<file path="config.mk">
export PLATFORM = sky130hd
export DESIGN_NAME = wb_b3_burst_master
export DESIGN_NICKNAME = d
export VERILOG_FILES = /design/src/rtl/wb_b3_pkg.sv /design/src/rtl/wb_b3_burst_adr_next.sv /design/src/rtl/wb_b3_burst_master.sv
export SDC_FILE = /design/constraint.sdc
export NUM_CORES = 1
export LEC_CHECK = 0
export ABC_CLOCK_PERIOD_IN_PS = 5180
export CAP_MARGIN = 20
export CORE_AREA = 2 2 117 119
export DETAILED_ROUTE_END_ITERATION = 16
export DIE_AREA = 0 0 119 121
export GPL_ROUTABILITY_DRIVEN = 0
export GPL_TIMING_DRIVEN = 0
export PLACE_DENSITY_LB_ADDON = 0.05
export SYNTH_ARGS = -nofsm -noshare
export SYNTH_HDL_FRONTEND = slang
export SYNTH_SLANG_ARGS = --single-unit
</file>
<file path="constraint.sdc">
create_clock -name wb_clk_i -period 5.18 [get_ports wb_clk_i]
set_input_delay 0.518 -clock wb_clk_i [delete_from_list [all_inputs] [get_ports wb_clk_i]]
set_output_delay 0.518 -clock wb_clk_i [all_outputs]
set_load 0.01 [all_outputs]
</file>
<file path="src/rtl/wb_b3_pkg.sv">
// Shared Wishbone B3 encodings (cycle type, burst type) and burst-master FSM states.
package wb_b3_pkg;

    localparam logic [2:0] CTI_CLASSIC = 3'b000;
    localparam logic [2:0] CTI_INCR    = 3'b010;
    localparam logic [2:0] CTI_EOB     = 3'b111;

    localparam logic [1:0] BTE_LINEAR  = 2'b00;
    localparam logic [1:0] BTE_WRAP4   = 2'b01;
    localparam logic [1:0] BTE_WRAP8   = 2'b10;
    localparam logic [1:0] BTE_WRAP16  = 2'b11;

    typedef enum logic [1:0] {
        ST_IDLE   = 2'd0,
        ST_BUS    = 2'd1,
        ST_FINISH = 2'd2
    } state_t;

endpackage

</file>
<file path="src/rtl/wb_b3_burst_adr_next.sv">
// Next beat address for a Wishbone burst: +4 linear, or +4 wrapping inside a 4/8/16-beat block.
// Purely combinational, zero latency; no flow control.
module wb_b3_burst_adr_next
    import wb_b3_pkg::*;
#(
    parameter int aw = 32
) (
    input  logic [aw-1:0] adr,
    input  logic [1:0]    bte,
    output logic [aw-1:0] adr_nxt
);

    logic [aw-1:0] inc;
    logic [aw-1:0] mask;

    // Bits selected by mask take the incremented value, the rest hold.
    always_comb begin
        inc  = adr + aw'(4);
        mask = '1;
        case (bte)
            BTE_WRAP4:  mask = aw'(32'h0000_000C);
            BTE_WRAP8:  mask = aw'(32'h0000_001C);
            BTE_WRAP16: mask = aw'(32'h0000_003C);
            default:    mask = '1;
        endcase
        adr_nxt = (adr & ~mask) | (inc & mask);
    end

endmodule

</file>
<file path="src/rtl/wb_b3_burst_master.sv">
// Wishbone B3 burst master: one command becomes a classic or incrementing burst; stb from the cycle after accept.
// Slave stalls by withholding ack (watchdog aborts); cmd_ready low until the burst ends.
module wb_b3_burst_master
    import wb_b3_pkg::*;
#(
    parameter int dw             = 32,
    parameter int aw             = 32,
    parameter int timeout_cycles = 255
) (
    input  logic          wb_clk_i,
    input  logic          wb_rst_ni,
    input  logic          cmd_valid_i,
    output logic          cmd_ready_o,
    input  logic          cmd_we_i,
    input  logic [aw-1:0] cmd_adr_i,
    input  logic [3:0]    cmd_len_i,
    input  logic [1:0]    cmd_bte_i,
    input  logic [3:0]    cmd_sel_i,
    input  logic [dw-1:0] wr_dat_i,
    output logic          wr_next_o,
    output logic [dw-1:0] rd_dat_o,
    output logic          rd_valid_o,
    output logic          done_o,
    output logic          err_o,
    output logic [aw-1:0] wb_adr_o,
    output logic [dw-1:0] wb_dat_o,
    output logic [3:0]    wb_sel_o,
    output logic          wb_we_o,
    output logic          wb_cyc_o,
    output logic          wb_stb_o,
    output logic [2:0]    wb_cti_o,
    output logic [1:0]    wb_bte_o,
    input  logic [dw-1:0] wb_dat_i,
    input  logic          wb_ack_i,
    input  logic          wb_err_i,
    input  logic          wb_rty_i
);

    localparam int TW = (timeout_cycles > 1) ? $clog2(timeout_cycles) : 1;
    localparam logic [TW-1:0] TO_LAST = TW'((timeout_cycles > 0) ? timeout_cycles - 1 : 0);

    state_t        state_q, state_d;
    logic          we_q;
    logic          classic_q;
    logic [1:0]    bte_q;
    logic [3:0]    sel_q;
    logic [3:0]    cnt_q;
    logic [aw-1:0] adr_q;
    logic [aw-1:0] adr_nxt;
    logic [TW-1:0] wait_q;

    logic in_bus;
    logic accept;
    logic beat_ok;
    logic last_beat;
    logic timeout_hit;
    logic abort;

    assign in_bus      = (state_q == ST_BUS);
    assign accept      = cmd_valid_i && (state_q == ST_IDLE);
    // An error or retry wins over an ack presented in the same cycle.
    assign beat_ok     = in_bus && wb_ack_i && !wb_err_i && !wb_rty_i;
    assign last_beat   = beat_ok && (cnt_q == 4'd0);
    assign timeout_hit = (timeout_cycles != 0) && in_bus && !wb_ack_i && (wait_q == TO_LAST);
    assign abort       = in_bus && (wb_err_i || wb_rty_i || timeout_hit);

    wb_b3_burst_adr_next #(.aw(aw)) u_adr_next (
        .adr     (adr_q),
        .bte     (bte_q),
        .adr_nxt (adr_nxt)
    );

    always_ff @(posedge wb_clk_i or negedge wb_rst_ni) begin
        if (!wb_rst_ni) begin
            state_q <= ST_IDLE;
        end else begin
            state_q <= state_d;
        end
    end

    always_comb begin
        state_d     = state_q;
        cmd_ready_o = 1'b0;
        done_o      = 1'b0;
        wb_cti_o    = CTI_CLASSIC;
        wb_bte_o    = BTE_LINEAR;
        case (state_q)
            ST_IDLE: begin
                cmd_ready_o = 1'b1;
                if (cmd_valid_i) state_d = ST_BUS;
            end
            ST_BUS: begin
                if (!classic_q) begin
                    wb_cti_o = (cnt_q == 4'd0) ? CTI_EOB : CTI_INCR;
                    wb_bte_o = bte_q;
                end
                if (abort)          state_d = ST_IDLE;
                else if (last_beat) state_d = ST_FINISH;
            end
            ST_FINISH: begin
                done_o  = 1'b1;
                state_d = ST_IDLE;
            end
            default: state_d = ST_IDLE;
        endcase
    end

    assign wb_cyc_o  = in_bus;
    assign wb_stb_o  = in_bus;
    assign wb_we_o   = in_bus && we_q;
    assign wb_sel_o  = in_bus ? sel_q : 4'd0;
    assign wb_adr_o  = adr_q;
    assign wb_dat_o  = wr_dat_i;
    assign wr_next_o = beat_ok && we_q;

    always_ff @(posedge wb_clk_i or negedge wb_rst_ni) begin
        if (!wb_rst_ni) begin
            we_q       <= 1'b0;
            classic_q  <= 1'b1;
            bte_q      <= BTE_LINEAR;
            sel_q      <= 4'd0;
            cnt_q      <= 4'd0;
            adr_q      <= '0;
            wait_q     <= '0;
            rd_dat_o   <= '0;
            rd_valid_o <= 1'b0;
            err_o      <= 1'b0;
        end else begin
            rd_valid_o <= beat_ok && !we_q;
            err_o      <= abort;
            if (beat_ok && !we_q) rd_dat_o <= wb_dat_i;

            if (accept) begin
                we_q      <= cmd_we_i;
                classic_q <= (cmd_len_i == 4'd0);
                bte_q     <= cmd_bte_i;
                sel_q     <= cmd_sel_i;
                cnt_q     <= cmd_len_i;
                adr_q     <= cmd_adr_i & ~aw'(3);
                wait_q    <= '0;
            end else if (beat_ok) begin
                adr_q  <= adr_nxt;
                cnt_q  <= cnt_q - 4'd1;
                wait_q <= '0;
            end else if (in_bus) begin
                wait_q <= wait_q + TW'(1);
            end
        end
    end

endmodule

</file>
==> results of run 1 <==
synthesized netlist by cell type (9+ instances only):
cell | count | area, um2
nand3_1 | 21 | 105
o21ai_0 | 25 | 125
buf_4 | 34 | 255
and3_1 | 9 | 56.3
clkbuf_1 | 13 | 48.8
xor2_1 | 13 | 114
dfrtp_1 | 87 | 2180
mux2_2 | 32 | 360
nand2_1 | 75 | 282
nor2_1 | 21 | 78.8
nand4_1 | 11 | 68.8
nor3_1 | 12 | 60.1
power groups by stage:
stage               logic [uW]  clock network [uW]  registers (uW)
CTS                        815                 695             983
global route               865                 718            1010
finish                     801                 672             982
detailed placement         813                   0             993
floorplan                  266                   0            1040
global placement           800                   0             987
cell families (layout without fill, tap and decap cells):
logic type	Yosys count	count (layout)	synth area share, %
muxes	34	34	8.39
AOI/OAI and AO/OA	58	58	8.25
buffers and inverters	62	271	8.06
DFF	88	88	48.6
and+or+nand+nor	188	188	20.7
adders and majority gates	7	7	1.93
xor gates and xnor gates	21	21	4.06
worst reg2reg max path: stages (launching register included):
cell,delay [ns]
dfrtp_1,0.38
inv_1,0.12
ha_1,0.24
nand3b_1,0.24
nor2_1,0.26
clkbuf_1,0.47
nand4_1,0.26
o311ai_0,0.38
final timing paths:
kind / from / slack, ns / end
setup / recovery: wb_ack_i / 2.32 / rd_dat_o[15]
hold / removal: wb_rst_ni / 0.16 / asynchronous set/reset pin
setup reg to reg: bte_q[0] / 2.70 / flip-flop
hold reg to reg: sel_q[0] / 0.47 / sel_q[0]
max in group asynchronous: wb_rst_ni / 4.38 / asynchronous set/reset pin
min in group wb_clk_i: sel_q[0] / 0.47 / sel_q[0]
routing by layer:
metal | vias to the layer above | track usage, % | wire (um)
li1 | 1984 | - | -
met1 | 1985 | 24.5 | 5900
met2 | 171 | 30.8 | 6360
met3 | 18 | 5.50 | 1090
met4 | 0 | 7.29 | 290
met5 | - | 0 | 0
final cells by class:
| cell class | instances | area [um2] |
|---|---|---|
| Fill cell | 1223 | 6080 |
| Clock buffer | 9 | 225 |
| Clock inverter | 7 | 78.8 |
| Sequential cell | 88 | 2200 |
| Tap cell | 176 | 220 |
| Buffer | 54 | 335 |
| Timing Repair Buffer | 193 | 1940 |
| Multi-Input combinational cell | 308 | 1970 |
| Inverter | 8 | 30.0 |
stage by stage:
step | cells | util (%)
final | 843 | 53.5
after global routing | 843 | 53.5
after CTS | 843 | 53.5
after detailed placement | 827 | 51.2
after global placement | 825 | 50.9
after floorplan | 458 | -
==> out/metrics.cfg, run 1 <==
[die]
die_area_um2=14400
rows=42
io_pins=226
core_um2=13100
chipHeight_um=121
start_util_pct=34.7
die_w_um=119

[place]
dpl.hpwl_um=10400
portBuffers=191
placed_cell_area_um2=6700
dp_slack_ns=1.96

[clocking]
postCtsHoldBufs=0
cts_tree=built
root_buffer=clkbuf_16
cts.reportedPaths.clkPinSlew_ns=0.07
clock_sinks=88
clkLatencyLatePin_ns=0.35
cts_resized=0
clockBufferDepth=2
cts_setup_buffers=0
h-tree-depth=3
numCtsBuffers=9

[timing]
hold_viol=0
worst_pin_slew_ns=0.921
final_max_slew_viol_count=0
fin_crit_sh_pct=55.2
fin_crit_ns=2.86
final.setup.tns_ns=0
rsz0062_at_grt=false
finalSetupViolCount=0
slew_headroom_pct=38.1
max_freq_ghz=0.350
whs_ns=0.162
finClkSkew_ns=0.00835
fin_ws_ns=2.32

[logic_synthesis]
syn_area_um2=4530
synth_seq_area_share_pct=48.6
synth_nets=578
synth-main-ff-cell=dfrtp_1
ys_warn_count=0
synthCells=458
async_reset_ff_share_pct=100
synth_cell_types=49
syn_avg_cell_area_um2=9.90
synth-edff-count=0
ys_seq_elements=88

[setup_path]
end_kind=flip-flop
critPathLaunchType=input port
crit_required_ns=5.41
worstSetupPathType=input port to flip-flop
crit_buf_inv=2
slowest_delay_ns=0.50
critPathTopFamily=simple AND/OR/NAND/NOR gates
cpMaxStageDelayCell=clkdlybuf4s50_1
ff2ff_path_depth=7
cp_data_arrival_time_ns=3.09
cp.depth=6
cp_cell_sequence=clkdlybuf4s50_1 > nor3b_1 > nand2_1 > nor2_1 > buf_2 > mux2_2
critPathMaxFanout=10

[drt]
via_per_inst=4.93
vias=4158
ant_nets=0
avgRoutedWirePerCell_um=16.2
routed_wirelength_um=13600
first_pass_iters=4
dr.first_iter.drc_count=196
remaining_drc_errors=0

[global_routing]
antenna_found_initial=0
grt_pass1_vias=4096
grt_usage_pct=19.2
grt_overflow=0
grt_max_degree=49
grt_first_pass_wirelength_um=21700

[finish]
areaGrowthSynthToFinish_pct=54.4
drive_above_1_share_pct=14.2
mostFrequentLayoutCells=clkdlybuf4s50_1, dfrtp_1, nand2_1
nets=782
antenna_cells=0
post-route-cell-area_um2=7000
final_common_cell=clkdlybuf4s50_1

[power]
internal_power_uw=1710
power_uw=2460
p_seq_share_pct=40.0
peakVddDrop_mv=0.177
power.leakage_uw=0.00290
power_density_nw_per_um2=351
swShare_pct=30.4
net-switching-power_uw=746
p_clk_share_pct=27.4
comb_power_share_pct=32.6

[run_status]
outcome=completed

[worst_hold_path]
hold_class=input port to asynchronous set/reset pin

[run]
max_cap_violations=0

Power figures use the tool's default switching activity.
==> inputs of run 2 (changes only) <==
--- a/config.mk
+++ b/config.mk
@@ -5,7 +5,7 @@
 export SDC_FILE = /design/constraint.sdc
 export NUM_CORES = 1
 export LEC_CHECK = 0
-export ABC_CLOCK_PERIOD_IN_PS = 5180
+export ABC_CLOCK_PERIOD_IN_PS = 2700
 export CAP_MARGIN = 20
 export CORE_AREA = 2 2 117 119
 export DETAILED_ROUTE_END_ITERATION = 16
==> constraint.sdc (replaced) <==
create_clock -name wb_clk_i -period 2.7 [get_ports wb_clk_i]
set_input_delay 0.27 -clock wb_clk_i [delete_from_list [all_inputs] [get_ports wb_clk_i]]
set_output_delay 0.27 -clock wb_clk_i [all_outputs]
set_load 0.01 [all_outputs]
==> run 2 against run 1 <==
Worst setup slack lost 2.2 ns. Flip-flop and latch count is the same. Sequential power grew 91%. Utilization grew 0.11 points. Design area grew 0.20%. Clock skew is essentially flat. Clock power grew 92%. Worst hold slack gained 0.29 ns. Highest routed layer unchanged.
==> out/metrics.cfg, run 2 (same netlist as run 1, synthesis figures left out) <==
[finish]
mostFrequentLayoutCells=clkdlybuf4s50_1, dfrtp_1, nand2_1  ; unchanged
areaGrowthSynthToFinish_pct=54.7  ; was 54.4%
seq_area_um2=2200  ; unchanged
final_common_cell=clkdlybuf4s50_1  ; unchanged
multi_input_area_um2=1970  ; about the same
antenna_cells=0  ; unchanged
drive_above_1_share_pct=14.5  ; was 14.2%
fill_cells=1222  ; was 1223
layoutNonFillerInstCount=844  ; was 843
nets=783  ; was 782

[clocking]
h-tree-depth=3  ; unchanged
numCtsBuffers=9  ; unchanged
root_buffer=clkbuf_16  ; unchanged
cts.reportedPaths.clkPinSlew_ns=0.06  ; was 0.07 ns
clock_sinks=88  ; unchanged
clkLatencyLatePin_ns=0.35  ; about the same
cts_tree=built  ; unchanged
clockBufferDepth=2  ; unchanged

[global_routing]
grt_usage_pct=19.2  ; about the same
grt_max_degree=49  ; unchanged
grt_overflow=0  ; unchanged
grt_pass1_vias=4099  ; was 4096
antenna_found_initial=0  ; unchanged
grt_first_pass_wirelength_um=21700  ; about the same

[place]
dpl.hpwl_um=10400  ; unchanged
placedCellCount=827  ; unchanged
portBuffers=191  ; unchanged
dp_slack_ns=-0.273  ; was 1.96 ns

[die]
rows=42  ; unchanged
start_util_pct=34.7  ; unchanged
io_pins=226  ; unchanged
chipHeight_um=121  ; unchanged
core_um2=13100  ; unchanged
die_area_um2=14400  ; unchanged
die_w_um=119  ; unchanged

[setup_path]
crit_required_ns=2.43  ; was 5.41 ns
end_kind=output pin  ; was flip-flop
worstSetupPathType=flip-flop to output pin  ; was input port to flip-flop
critPathMaxFanout=11  ; was 10
cp_data_arrival_time_ns=2.28  ; was 3.09 ns
ff2ff_path_depth=7  ; unchanged
critPathLaunchType=flip-flop  ; was input port

[run_status]
outcome=completed  ; unchanged

[power]
power_density_nw_per_um2=672  ; was 351 nW/um2
peakVddDrop_mv=0.340  ; was 0.177 mV
power.leakage_uw=0.00290  ; about the same

[drt]
via_per_inst=4.93  ; about the same
avgRoutedWirePerCell_um=16.1  ; was 16.2 um
first_pass_iters=4  ; unchanged
remaining_drc_errors=0  ; unchanged
dr.first_iter.drc_count=191  ; was 196
vias=4163  ; was 4158
ant_nets=0  ; unchanged
routed_wirelength_um=13600  ; about the same

[timing]
finClkSkew_ns=0.00879  ; was 0.00835 ns
worst_pin_slew_ns=0.921  ; about the same
fin_crit_ns=2.55
final_max_slew_viol_count=0  ; unchanged
rsz0062_at_grt=false  ; unchanged
fin_ws_ns=0.152  ; was 2.32 ns
max_freq_ghz=0.392
finalSetupViolCount=0  ; unchanged
slew_headroom_pct=38.1  ; about the same
hold_viol=0  ; unchanged
fin_crit_sh_pct=94.4

[worst_hold_path]
min_path_cells=3
hold_class=input port to flip-flop  ; was input port to asynchronous set/reset pin

[run]
max_cap_violations=0  ; unchanged

[run 2: power breakdown]
part           internal (uW)  leakage (uW)  switching, uW
combinational            930       0.00167            609
clock                    725      0.000139            563
sequential              1630       0.00109            259
total                   3280       0.00290           1430
[run 2: path summary, 6_finish.rpt]
path / from / to / slack (ns)
setup / recovery: state_q[1] / wr_next_o / 0.15
min in group asynchronous: wb_rst_ni / asynchronous set/reset pin / 0.46
max in group asynchronous: wb_rst_ni / rd_dat_o[4] / 1.60
setup reg to reg: bte_q[0] / flip-flop / 0.31
hold / removal: cmd_sel_i[1] / sel_q[1] / 0.45
hold reg to reg: sel_q[0] / sel_q[0] / 0.47
[run 2: layout make-up]
type	instances	share of cell area [%]
clock inverter	7	1.12
multi-input combinational	308	28.1
buffer	54	4.80
sequential	88	31.4
clock buffer	9	3.21
tap	176	3.14
timing repair buffer	194	27.8
inverter	8	0.428
[run 2: layer usage]
layer	track usage, %	wire [um]	vias to the layer above
li1	-	-	1984
met1	24.5	5830	1973
met2	30.8	6360	188
met3	5.55	1120	18
met4	7.29	289	0
met5	0	0	-
[run 2: timing repair]
item,CTS,global route
endpoints found under the setup margin,0,31
hold buffers,1,0
buffers inserted,0,0
hold endpoints to repair,39,0
resized for setup,0,3
[run 2: per-stage QoR]
stage	power (uW)	setup TNS, ns	area (um2)	util [%]	hold WS [ns]
after floorplan	2500	0	4530	-	-0.0256
after global placement	3430	-190.21	6670	50.9	0.455
after detailed placement	3470	-7.86	6700	51.2	0.316
after CTS	4780	0	7010	53.6	0.433
after global routing	4970	0	7010	53.6	0.441
final	4710	0	7010	53.6	0.449
[run 2: worst max-delay path, stage by stage (launching register included)]
cell and delay (ns):
dfrtp_1 0.42, nand2b_1 0.17, inv_1 0.18, clkbuf_1 0.40, and3_1 0.22, clkdlybuf4s50_1 0.54
